$ cat src/rtl/if_fetch.sv
// Instruction fetch stage: takes a fetch address, issues a single-word memory
// read, and holds the returned instruction until the core consumes it.
module if_fetch #(
  parameter logic [31:0] RESET_PC = 32'h00010000,
  parameter logic [31:0] NOP_INST = 32'h00000013
) (
  input  logic        clk,
  input  logic        rst,
  input  logic [31:0] pc_in,
  input  logic        pc_valid,
  output logic        pc_ready,
  input  logic        redirect,
  input  logic [31:0] redirect_pc,
  output logic        mem_ren,
  output logic [29:0] mem_addr,
  input  logic [31:0] mem_rdata,
  input  logic        mem_stall,
  output logic [31:0] inst,
  output logic [31:0] inst_pc,
  output logic        inst_valid,
  input  logic        inst_ready,
  output logic        inst_err
);

  typedef enum logic [1:0] {
    ST_IDLE  = 2'd0,
    ST_REQ   = 2'd1,
    ST_HOLD  = 2'd2,
    ST_DRAIN = 2'd3
  } state_t;

  state_t      state_r, state_s;
  logic [31:0] addr_r, addr_s;
  logic [31:0] saved_r, saved_s;
  logic [31:0] inst_r, inst_s;
  logic [31:0] inst_pc_r, inst_pc_s;
  logic        inst_valid_r, inst_valid_s;
  logic        inst_err_r, inst_err_s;
  logic        acc_s;
  logic [31:0] acc_pc_s;

  function automatic logic is_misaligned(input logic [31:0] a);
    return (a[1:0] != 2'b00);
  endfunction

  // Handshake toward PC control and the memory request, both derived from state.
  always_comb begin
    pc_ready   = (state_r == ST_IDLE) || ((state_r == ST_HOLD) && inst_ready);
    mem_ren    = (state_r == ST_REQ) || (state_r == ST_DRAIN);
    mem_addr   = addr_r[31:2];
    inst       = inst_r;
    inst_pc    = inst_pc_r;
    inst_valid = inst_valid_r;
    inst_err   = inst_err_r;
  end

  // Next-state logic; any accepted address (pc_in, redirect or saved target)
  // funnels through acc_s so aligned/misaligned handling lives in one place.
  always_comb begin
    state_s      = state_r;
    addr_s       = addr_r;
    saved_s      = saved_r;
    inst_s       = inst_r;
    inst_pc_s    = inst_pc_r;
    inst_valid_s = inst_valid_r;
    inst_err_s   = inst_err_r;
    acc_s        = 1'b0;
    acc_pc_s     = pc_in;

    case (state_r)
      ST_IDLE: begin
        if (redirect) begin
          acc_s    = 1'b1;
          acc_pc_s = redirect_pc;
        end else if (pc_valid) begin
          acc_s    = 1'b1;
          acc_pc_s = pc_in;
        end else begin
          state_s = ST_IDLE;
        end
      end
      ST_REQ: begin
        if (!mem_stall) begin
          if (redirect) begin
            acc_s    = 1'b1;
            acc_pc_s = redirect_pc;
          end else begin
            inst_s       = mem_rdata;
            inst_pc_s    = addr_r;
            inst_err_s   = 1'b0;
            inst_valid_s = 1'b1;
            state_s      = ST_HOLD;
          end
        end else if (redirect) begin
          saved_s = redirect_pc;
          state_s = ST_DRAIN;
        end else begin
          state_s = ST_REQ;
        end
      end
      ST_HOLD: begin
        if (redirect) begin
          acc_s    = 1'b1;
          acc_pc_s = redirect_pc;
        end else if (inst_ready) begin
          if (pc_valid) begin
            acc_s    = 1'b1;
            acc_pc_s = pc_in;
          end else begin
            inst_valid_s = 1'b0;
            state_s      = ST_IDLE;
          end
        end else begin
          state_s = ST_HOLD;
        end
      end
      ST_DRAIN: begin
        // The stale read must complete before the new target can be issued.
        if (!mem_stall) begin
          acc_s    = 1'b1;
          acc_pc_s = redirect ? redirect_pc : saved_r;
        end else if (redirect) begin
          saved_s = redirect_pc;
        end else begin
          state_s = ST_DRAIN;
        end
      end
      default: begin
        state_s      = ST_IDLE;
        inst_valid_s = 1'b0;
      end
    endcase

    if (acc_s) begin
      if (is_misaligned(acc_pc_s)) begin
        inst_s       = NOP_INST;
        inst_pc_s    = acc_pc_s;
        inst_err_s   = 1'b1;
        inst_valid_s = 1'b1;
        state_s      = ST_HOLD;
      end else begin
        addr_s       = acc_pc_s;
        inst_valid_s = 1'b0;
        state_s      = ST_REQ;
      end
    end else begin
      acc_pc_s = acc_pc_s;
    end
  end

  // State registers with synchronous reset that restarts fetch at RESET_PC.
  always_ff @(posedge clk) begin
    if (rst) begin
      state_r      <= ST_REQ;
      addr_r       <= RESET_PC;
      saved_r      <= 32'h00000000;
      inst_r       <= NOP_INST;
      inst_pc_r    <= 32'h00000000;
      inst_valid_r <= 1'b0;
      inst_err_r   <= 1'b0;
    end else begin
      state_r      <= state_s;
      addr_r       <= addr_s;
      saved_r      <= saved_s;
      inst_r       <= inst_s;
      inst_pc_r    <= inst_pc_s;
      inst_valid_r <= inst_valid_s;
      inst_err_r   <= inst_err_s;
    end
  end

endmodule
$ cat config.mk
export PLATFORM = sky130hd
export DESIGN_NAME = if_fetch
export DESIGN_NICKNAME = d
export VERILOG_FILES = /design/src/rtl/if_fetch.sv
export SDC_FILE = /design/constraint.sdc
export NUM_CORES = 1
export LEC_CHECK = 0
export BUFFER_PORTS_ARGS = -buffer_cell sky130_fd_sc_hd__buf_2
export CAP_MARGIN = 10
export CORE_MARGIN = 2
export CORE_UTILIZATION = 55
export CTS_CLUSTER_DIAMETER = 40
export DETAILED_ROUTE_END_ITERATION = 8
export PLACE_DENSITY_LB_ADDON = 0.12
export RECOVER_POWER = 100
export REMOVE_ABC_BUFFERS = 1
export SLEW_MARGIN = 20
export SYNTH_ARGS = -nofsm -noshare
export SYNTH_HDL_FRONTEND = slang
export SYNTH_SLANG_ARGS = --single-unit
$ cat constraint.sdc
create_clock -name clk -period 2.8 [get_ports clk]
set_input_delay 0.56 -clock clk [delete_from_list [all_inputs] [get_ports clk]]
set_output_delay 0.56 -clock clk [all_outputs]
set_load 0.1 [all_outputs]
# Word level (Yosys, flattened, before mapping)

Index checks and enable logic that the tools add are counted.

Equal/unequal tests: 12
Multiplexer cells: 48
Bitwise logic cells: 1
Reduce and logical (&&, ||, !) cells: 12

Operator list:

| kind                                                                   | count |
|---|---|
| 32-bit 2-to-1 mux                                                      | 14 |
| 32-bit case mux with 3 select lines                                    | 1 |
| 3-bit != test (second input constant)                                  | 8 |
| 2-bit 2-to-1 mux                                                       | 11 |
| 1-bit 2-to-1 mux                                                       | 19 |
| 2-bit case mux with 4 select lines                                     | 1 |
| 6-bit AND reduction                                                    | 1 |
| 5-bit AND reduction                                                    | 1 |
| 2-bit equality test (second input constant)                            | 2 |
| 4-bit != test (second input constant)                                  | 1 |
| 1-bit case mux with 4 select lines                                     | 1 |
| 2-bit AND reduction                                                    | 2 |
| 2-bit OR reduction                                                     | 2 |
| 3-bit nonzero test                                                     | 1 |
| 2-bit by 1-bit equality test with 1-bit output (second input constant) | 1 |
| 2-bit zero test                                                        | 1 |
| 1-bit logical OR                                                       | 2 |
| 1-bit case mux with 2 select lines                                     | 1 |
| 2-bit nonzero test                                                     | 1 |
| 1-bit logical AND                                                      | 1 |
| 1-bit inverter                                                         | 1 |

Flip-flop bits (word level): 132
Input bits: 102
Output and inout port bits: 98
Word-level logic and storage cells: 80

# Longest topological paths before layout

Gate-level depths: netlist of run 1.

Depth after elaboration: 6
Mapped depth: 9
Mapped depth without buffers: 5

# Worst setup path after synthesis of run 1

OpenSTA, ideal clock, no wires.

Path type: register to output
From: register state_r[0]
To: output pc_ready
Arrival: 2.152 ns
Required time: 2.240 ns
Setup slack: 0.088 ns
Stages on the path, launching flop included: 5
Path buffers: 3
Cells stage by stage: dfxtp_1 buf_2 buf_2 clkbuf_1 nor2b_1

Cells in the longest elaborated chain, start to end: 3
Elaborated cells between the ends (all ways): 4
Those cells by class: 1 x eq/ne; 3 x reduce/logical

Ends and longest elaborated chain:

| element                | line | source |
|---|---|---|
| from (decl)            | 32   | `state_t state_r, state_s;` |
| from (signal assigned) | 162  | `state_r <= state_s;` |
| 2-bit equality test    | 48   | `pc_ready = (state_r == ST_IDLE) \|\| ((state_r == ST_HOLD) && inst_ready);` |
| 1-bit logical AND      | 48   |  |
| 1-bit logical OR (*)   | 48   |  |
| to (decl)              | 11   | `output logic pc_ready,` |

Every way passes the cells marked *; elsewhere a longest branch is shown, timed or not.

# Final worst setup path of run 1

From: register state_r[1]
To: register inst_pc_r[24] (netlist: inst_pc[24])

Cells in the longest elaborated chain, start to end: 6
Elaborated cells between the ends (all ways): 11
Those cells by class: 3 x eq/ne; 5 x mux; 3 x reduce/logical

Ends and longest elaborated chain:

| element                                                       | line | source |
|---|---|---|
| 2-bit equality test / 2-bit zero test (equally long branches) | 70   | `case (state_r)` |
| 2-bit OR reduction (no line)                                  | -    |  |
| 32-bit case mux with 3 select lines                           | 70   |  |
| 2-bit nonzero test                                            | 43   | `return (a[1:0] != 2'b00);` |
| 32-bit 2-to-1 mux                                             | 135  | `if (is_misaligned(acc_pc_s)) begin` |
| 32-bit 2-to-1 mux (*)                                         | 134  | `if (acc_s) begin` |
| to (signal assigned)                                          | 166  | `inst_pc_r <= inst_pc_s;` |
| to (decl)                                                     | 36   | `logic [31:0] inst_pc_r, inst_pc_s;` |

Marks and branches as above.
A chain may end at the register's enable or synchronous reset.

==> reports/summary.txt, run 1 <==
Top Ports: 200
First-pass iteration count of the detailed router: 5
Unrepaired setup endpoints after global routing: no
Worst Path Max Fanout: 19
Highest cell delay on the worst timing path: 0.55 ns
Area taken by flip-flops and latches: 2644 sq um
Quantity of hold-fixing buffers added after cts: 0
Clock buffer depth: 2
Max stage delay cell, worst path: nand3_1
Cell area power density: 735.0 nW/um^2
Number of antenna violations at the first check in global routing: 0
Average detailed-routed wire length per instance: 15.66 um
DIE HEIGHT: 119.0 um
Post-layout utilization of the core: 64.92%
Number of nets in the finished design: 1,115
Post-route clock period utilization: 88.16%
Relative slew slack: 16.89%
Total of cells resized after clock tree synthesis: 0
Grt met2 use: 46.08%
Final-report hold violation count: 0
Cell type group with the largest total delay on the critical path: buffers and inverters
Largest net degree at the start of global routing: 75
Cell-by-cell trace of the critical path: buf_12, inv_1, nand3_1, clkbuf_2, nand2_1, a21oi_1, mux2_1
Area Overhead vs Synth: 16.79%
Clk Latency, worst-skew pair: 0.42 ns
Main area contributors after synthesis: dfxtp_1 36%, a21oi_1 6.7%, mux2_2 6.3%, nor2b_1 6.3%, mux2i_1 5.8%
Area enclosed by the die boundary: 14,160 sq um
Sink count of the clock tree: 132
Overflow left after global routing: 0
Class of the most critical setup path: flip-flop to flip-flop
Worst Max-Slew Pin Slew: 1.252 ns
Number of global-route vias before repair: 6,195
Initial standard-cell utilization of the core: 55.58%
Min Tclk post-route: 2.469 ns
Clock root buffer: clkbuf_16
Library cells used by synthesis: 41
Core footprint: 13,090 sq um
Final GP Congestion: 0.8382
Area occupied by multi-input gates: 3948 sq um
Global Route met3 Usage: 5.987%
Leakage dissipation: 3.587 nW
Buffers added on ports: 199
CP Data Required Time: 3.10 ns
Setup skew after layout: 0.009177 ns
Met1 GRT Util: 31.88%
H-tree depth: 4
Buffer count from post-CTS setup fixing: 0
Clock slew at reported path FFs: 0.06 ns
Filler cell count: 1,234
Area fraction of the dominant cell type after synthesis: 36.33%
Worst hold path type: input port to flip-flop
Wire length of the first global-routing pass: 30,350 um
Via density: 5.453
Area post-placement: 8148 sq um
Status: finished, final reports clean
ANT cells: 0
Seq cells post-synth: 132
Average instance area after synthesis: 8.256 sq um
Total Wirelength: 18,820 um
Count of final max-slew check failures: 0
Count of synthesis-stage warnings from yosys: 0
Crit path buffers/inverters: 3
Critical path endpoint category: flip-flop
Post-layout instance area: 8494 sq um
Share of cells above drive strength 1: 19.98%
GRT Resource Usage Total: 26.46%
Total vias in the final route: 6,555
Post-synthesis cell area: 7273 sq um
Horizontal die dimension: 119.0 um
Count of routing violations after the opening detailed-route iteration: 404
Sum Neg Setup Slack: 0 ns
R2R Setup Slk: 0.33 ns
Inserted Clock Buffers: 17
Placed wire-length estimate: 12,360 um
Most heavily used metal layer in global routing: met2
Startpoint type of the worst setup path: flip-flop
Post-route DRC: 0
Maximum ir drop on the vdd rail: 0.0004966 V
Peak clock frequency supported by timing: 405.1 MHz
Number of endpoints failing setup at the final stage: 0
Clock tree from TritonCTS: done
Synth Instances: 881
Antenna-violating nets left: 0
Dominant cell type by area after synthesis: dfxtp_1
Sequential fraction of the synthesis area: 36.33%
Data arrival, critical path: 2.77 ns
Count of max-cap constraint violations: 0
Number of core rows: 42
## per-layer routing
metal / share of wire (%) / vias up
met5: 0 / -
met4: 1.8 / 0
li1: - / 3262
met2: 48 / 190
met3: 5.1 / 23
met1: 45 / 3080
## Yosys cell counts
library cell and number:
mux2i_1 42, mux2_2 41, mux2_4 23, nor2_2 1, o221ai_1 17, mux2_1 13
or2_2 1, and3_4 1, a21boi_1 1, buf_1 4, a21o_1 4, and3_1 4
nand3b_2 1, a22o_1 1, inv_1 3, o22ai_1 1, o21bai_1 1, and2_1 4
a31oi_1 2, nand2_1 105, a221o_1 1, a22oi_1 3, dfxtp_1 132, nor2b_1 73
buf_6 4, buf_2 16, a21oi_1 98, nand3b_1 2, a32oi_1 1, a21oi_2 1
clkbuf_1 47, nor3_1 48, buf_4 36, o21ai_1 1, nor2_1 64, nand3_1 5
o21ai_0 51, nand2b_1 21, a211oi_1 3, o211ai_1 1, nand4_1 3
## power by group
group | switching (mW) | leakage (nW) | internal (mW)
clock | 0.883 | 0.273 | 1.28
sequential | 0.0973 | 1.08 | 2.04
combinational | 1.48 | 2.24 | 0.472
## area by class of cell
type | instances | share of cell area [%]
clock buffers | 19 | 5.332
clock inverters | 13 | 1.444
inverters | 3 | 0.1326
multi-input cells | 639 | 46.47
flip-flops and latches | 132 | 31.12
well taps | 176 | 2.592
repair buffers | 220 | 12.90
## kinds of logic (layout without fill, tap and decap cells)
group / after synthesis / after routing / share of synthesized area [%]
and+or+nand+nor: 333 / 333 / 22.09
AOI/OAI and AO/OA: 187 / 187 / 14.47
DFF: 132 / 132 / 36.33
muxes: 119 / 119 / 18.89
buffers and inverters: 110 / 255 / 8.223
## cells in the final DEF (no fill, tap or decap), drive strengths merged
master / n
nor3: 48
buf: 120
or2: 1
a32oi: 1
a21boi: 1
nand3: 5
nor2: 65
a211oi: 3
a31oi: 2
o221ai: 17
a221o: 1
inv: 8
and2: 4
bufinv: 1
o211ai: 1
and3: 5
clkbuf: 119
a22o: 1
o21bai: 1
o21ai: 52
nand3b: 3
a22oi: 3
nand2b: 21
mux2i: 42
nor2b: 73
clkinvlp: 4
nand2: 105
o22ai: 1
nand4: 3
a21oi: 99
a21o: 4
clkinv: 3
dfxtp: 132
mux2: 77
## sequential cells by signal, summed over array words and instances (netlist names)
name	cells
inst	32
addr_r	32
inst_err	1
state_r	2
inst_valid	1
inst_pc	32
saved_r	32
## tightest hold or removal path, stage by stage
cell and delay (ns):
buf_2 0.07, nand2_1 0.04, nand4_1 0.07
## final timing paths
kind | cells past startpoint | start | to
setup / recovery | 7 | state_r[1] | inst_pc[24]
hold reg to reg | 2 | saved_r[13] | saved_r[13]
hold / removal | 3 | mem_rdata[0] | inst[0]
setup reg to reg | 7 | state_r[1] | inst_pc[24]
## through the flow
| stage | hold slack, ns | setup slack, ns | total power, mW | std cells |
|---|---|---|---|---|
| finish | 0.3641 | 0.3314 | 6.244 | 1202 |
| global route | 0.3612 | 0.2215 | 6.505 | 1202 |
| CTS | 0.3516 | 0.4771 | 6.359 | 1202 |
| detailed placement | 0.4458 | 0.3013 | 4.205 | 1170 |
| global placement | 0.4377 | 0.3282 | 4.188 | 1170 |
| floorplan | 0.4278 | -2.128 | 3.707 | 774 |
Power figures use the tool's default switching activity.
==> inputs of run 2 (changes only) <==
--- a/config.mk
+++ b/config.mk
@@ -5,6 +5,7 @@
 export SDC_FILE = /design/constraint.sdc
 export NUM_CORES = 1
 export LEC_CHECK = 0
+export ABC_AREA = 1
 export BUFFER_PORTS_ARGS = -buffer_cell sky130_fd_sc_hd__buf_2
 export CAP_MARGIN = 10
 export CORE_MARGIN = 2
==> reports/summary.txt, run 2 <==
Status: finished, final reports clean (unchanged)
Count of max-cap constraint violations: 0 (unchanged)
Initial standard-cell utilization of the core: 55.75% (was 55.58%)
Critical path endpoint category: flip-flop (unchanged)
Count of final max-slew check failures: 0 (unchanged)
Commonest non-fill, non-tap cells in the layout: 263 x nand2_1, 213 x nor2_1, 132 x dfxtp_1, 108 x inv_1, 101 x buf_2 (was 131 x dfxtp_1, 105 x nand2_1, 99 x buf_2, 97 x a21oi_1, 96 x clkbuf_1)
Sequential fraction of the synthesis area: 36.23% (was 36.33%)
Global Route met3 Usage: 5.603% (was 5.987%)
Inserted Clock Buffers: 17 (unchanged)
Post-layout power: 7.854 mW (was 6.244 mW)
Primary flip-flop cell chosen by synthesis mapping: dfxtp_1 (unchanged)
Number of endpoints failing setup at the final stage: 0 (unchanged)
Horizontal die dimension: 119.2 um (was 119.0 um)
Clk Latency, worst-skew pair: 0.42 ns (about the same)
Post-route clock period utilization: 89.32% (was 88.16%)
Buffers added on ports: 199 (unchanged)
Maximum ir drop on the vdd rail: 0.0006073 V (was 0.0004966 V)
Area enclosed by the die boundary: 14,200 sq um (was 14,160 sq um)
Number of core rows: 42 (unchanged)
Final GP Congestion: 0.9240 (was 0.8382)
Total vias in the final route: 7,449 (was 6,555)
Class of the most critical setup path: input port to flip-flop (was flip-flop to flip-flop)
Total of cells resized after clock tree synthesis: 0 (unchanged)
Sum Neg Setup Slack: 0 ns (unchanged)
Sink count of the clock tree: 132 (unchanged)
Clock root buffer: clkbuf_16 (unchanged)
Total Wirelength: 19,450 um (was 18,820 um)
Final-report hold violation count: 0 (unchanged)
Unrepaired setup endpoints after global routing: no (unchanged)
Core footprint: 13,090 sq um (unchanged)
Post-route DRC: 0 (unchanged)
Non-filler instance count after layout: 1,458 (was 1,202)
H-tree depth: 4 (unchanged)
Grt met2 use: 46.37% (was 46.08%)
Placed wire-length estimate: 12,980 um (was 12,360 um)
Leakage dissipation: 4.379 nW (was 3.587 nW)
Via density: 5.109 (was 5.453)
Worst Max-Slew Pin Slew: 1.274 ns (was 1.252 ns)
Number of antenna violations at the first check in global routing: 0 (unchanged)
Average instance area after synthesis: 6.444 sq um (was 8.256 sq um)
CP Data Required Time: 3.10 ns (about the same)
Seq cells post-synth: 132 (unchanged)
Placed instance count: 1,426 (was 1,170)
Antenna-violating nets left: 0 (unchanged)
Library cells used by synthesis: 29 (was 41)
Tightest hold margin: 0.3821 ns (was 0.3641 ns)
Filler cell count: 1,298 (was 1,234)
Share of cells above drive strength 1: 13.96% (was 19.98%)
Dominant cell type by area after synthesis: dfxtp_1 (unchanged)
GRT Resource Usage Total: 27.79% (was 26.46%)
Post-layout instance area: 8640 sq um (was 8494 sq um)
Ranking of synthesized cells by instance count: 263 x nand2_1, 204 x nor2_1, 132 x dfxtp_1 (was 132 x dfxtp_1, 105 x nand2_1, 98 x a21oi_1)
DIE HEIGHT: 119.2 um (was 119.0 um)
Main area contributors after synthesis: dfxtp_1 36%, nand2_1 14%, nor2_1 10%, inv_1 5.7%, nand3_1 5.6% (was dfxtp_1 36%, a21oi_1 6.7%, mux2_2 6.3%, nor2b_1 6.3%, mux2i_1 5.8%)
Area post-placement: 8175 sq um (was 8148 sq um)
Number of global-route vias before repair: 6,779 (was 6,195)
Most common cell after layout, fill and taps aside: nand2_1 (was dfxtp_1)
Relative slew slack: 15.41% (was 16.89%)
Area Overhead vs Synth: 18.44% (was 16.79%)
Quantity of hold-fixing buffers added after cts: 0 (unchanged)
Min Tclk post-route: 2.501 ns (was 2.469 ns)
Post-synth EDFFs: 0 (unchanged)
First-pass iteration count of the detailed router: 5 (unchanged)
Average detailed-routed wire length per instance: 13.34 um (was 15.66 um)
Buffer count from post-CTS setup fixing: 0 (unchanged)
Count of synthesis-stage warnings from yosys: 0 (unchanged)
Startpoint type of the worst setup path: input port (was flip-flop)
Clock buffer depth: 2 (unchanged)
Clock slew at reported path FFs: 0.06 ns (about the same)
Met1 GRT Util: 35.27% (was 31.88%)
Count of routing violations after the opening detailed-route iteration: 626 (was 404)
Cell area power density: 909.1 nW/um^2 (was 735.0 nW/um^2)
Post-synthesis cell area: 7294 sq um (was 7273 sq um)
Data arrival, critical path: 2.80 ns (was 2.77 ns)
Overflow left after global routing: 0 (unchanged)
ANT cells: 0 (unchanged)
Top Ports: 200 (unchanged)
Worst Path Max Fanout: 15 (was 19)
Ys async rst share: 0% (unchanged)
Most instantiated library cell after synthesis: nand2_1 (was dfxtp_1)
Setup skew after layout: 0.007723 ns (was 0.009177 ns)
Most heavily used metal layer in global routing: met2 (unchanged)
Number of nets in the finished design: 1,371 (was 1,115)
Synth Instances: 1,132 (was 881)
Peak clock frequency supported by timing: 399.9 MHz (was 405.1 MHz)
Area fraction of the dominant cell type after synthesis: 36.23% (was 36.33%)
Largest net degree at the start of global routing: 61 (was 75)
Clock tree from TritonCTS: done (unchanged)
Worst hold path type: input port to flip-flop (unchanged)
Wire length of the first global-routing pass: 32,130 um (was 30,350 um)
-- run 2: report_power, final --
part / leakage (nW) / switching [mW] / internal, mW
clock: 0.305 / 0.856 / 1.50
sequential: 1.08 / 0.140 / 2.14
combinational: 2.99 / 2.59 / 0.634
-- run 2: through the flow --
stage / utilization [%] / setup slack (ns)
2_1_floorplan: - / -1.402
3_3_place_gp: 62.48 / 0.3912
3_5_place_dp: 62.48 / 0.3905
6_report: 66.03 / 0.2991
5_1_grt: 66.03 / 0.1610
4_1_cts: 67.30 / 0.5417
-- run 2: worst paths after layout --
path                      start  slack, ns    endpoint  cells after the start
setup / recovery       redirect       0.30     inst[0]                      9
hold / removal    mem_rdata[16]       0.38    inst[16]                      3
setup reg to reg     state_r[1]       0.35  addr_r[16]                     10
hold reg to reg       addr_r[1]       0.45   addr_r[1]                      2
-- run 2: critical path, cell delays in order --
cell      delay [ns]
buf_2           0.28
clkbuf_1        0.64
nor2_1          0.11
nand3_1         0.10
nand3_1         0.21
o21bai_4        0.43
nand2_2         0.16
nor2_1          0.21
nand3_1         0.09
-- run 2: area by class of cell --
type	count	area (sq um)	area share (%)
Clock inverter	11	150.1	1.738
Sequential cell	132	2643	30.59
Inverter	117	439.2	5.083
Tap cell	176	220.2	2.549
Timing Repair Buffer	222	1107	12.82
Clock buffer	21	480.5	5.561
Multi-Input combinational cell	779	3600	41.67
-- run 2: metal layers --
metal	up-vias	routed length, um
li1	3830	-
met1	3341	8756
met2	248	9039
met3	30	1273
met4	0	382
met5	-	0
-- run 2: cells by family (layout without fill, tap and decap cells) --
family,Yosys count,after routing,share of synthesized area [%]
mux,29,29,3.979
flops,132,132,36.23
buf+inv,221,371,14.27
compound gates,163,163,12.23
simple gates,587,587,33.29
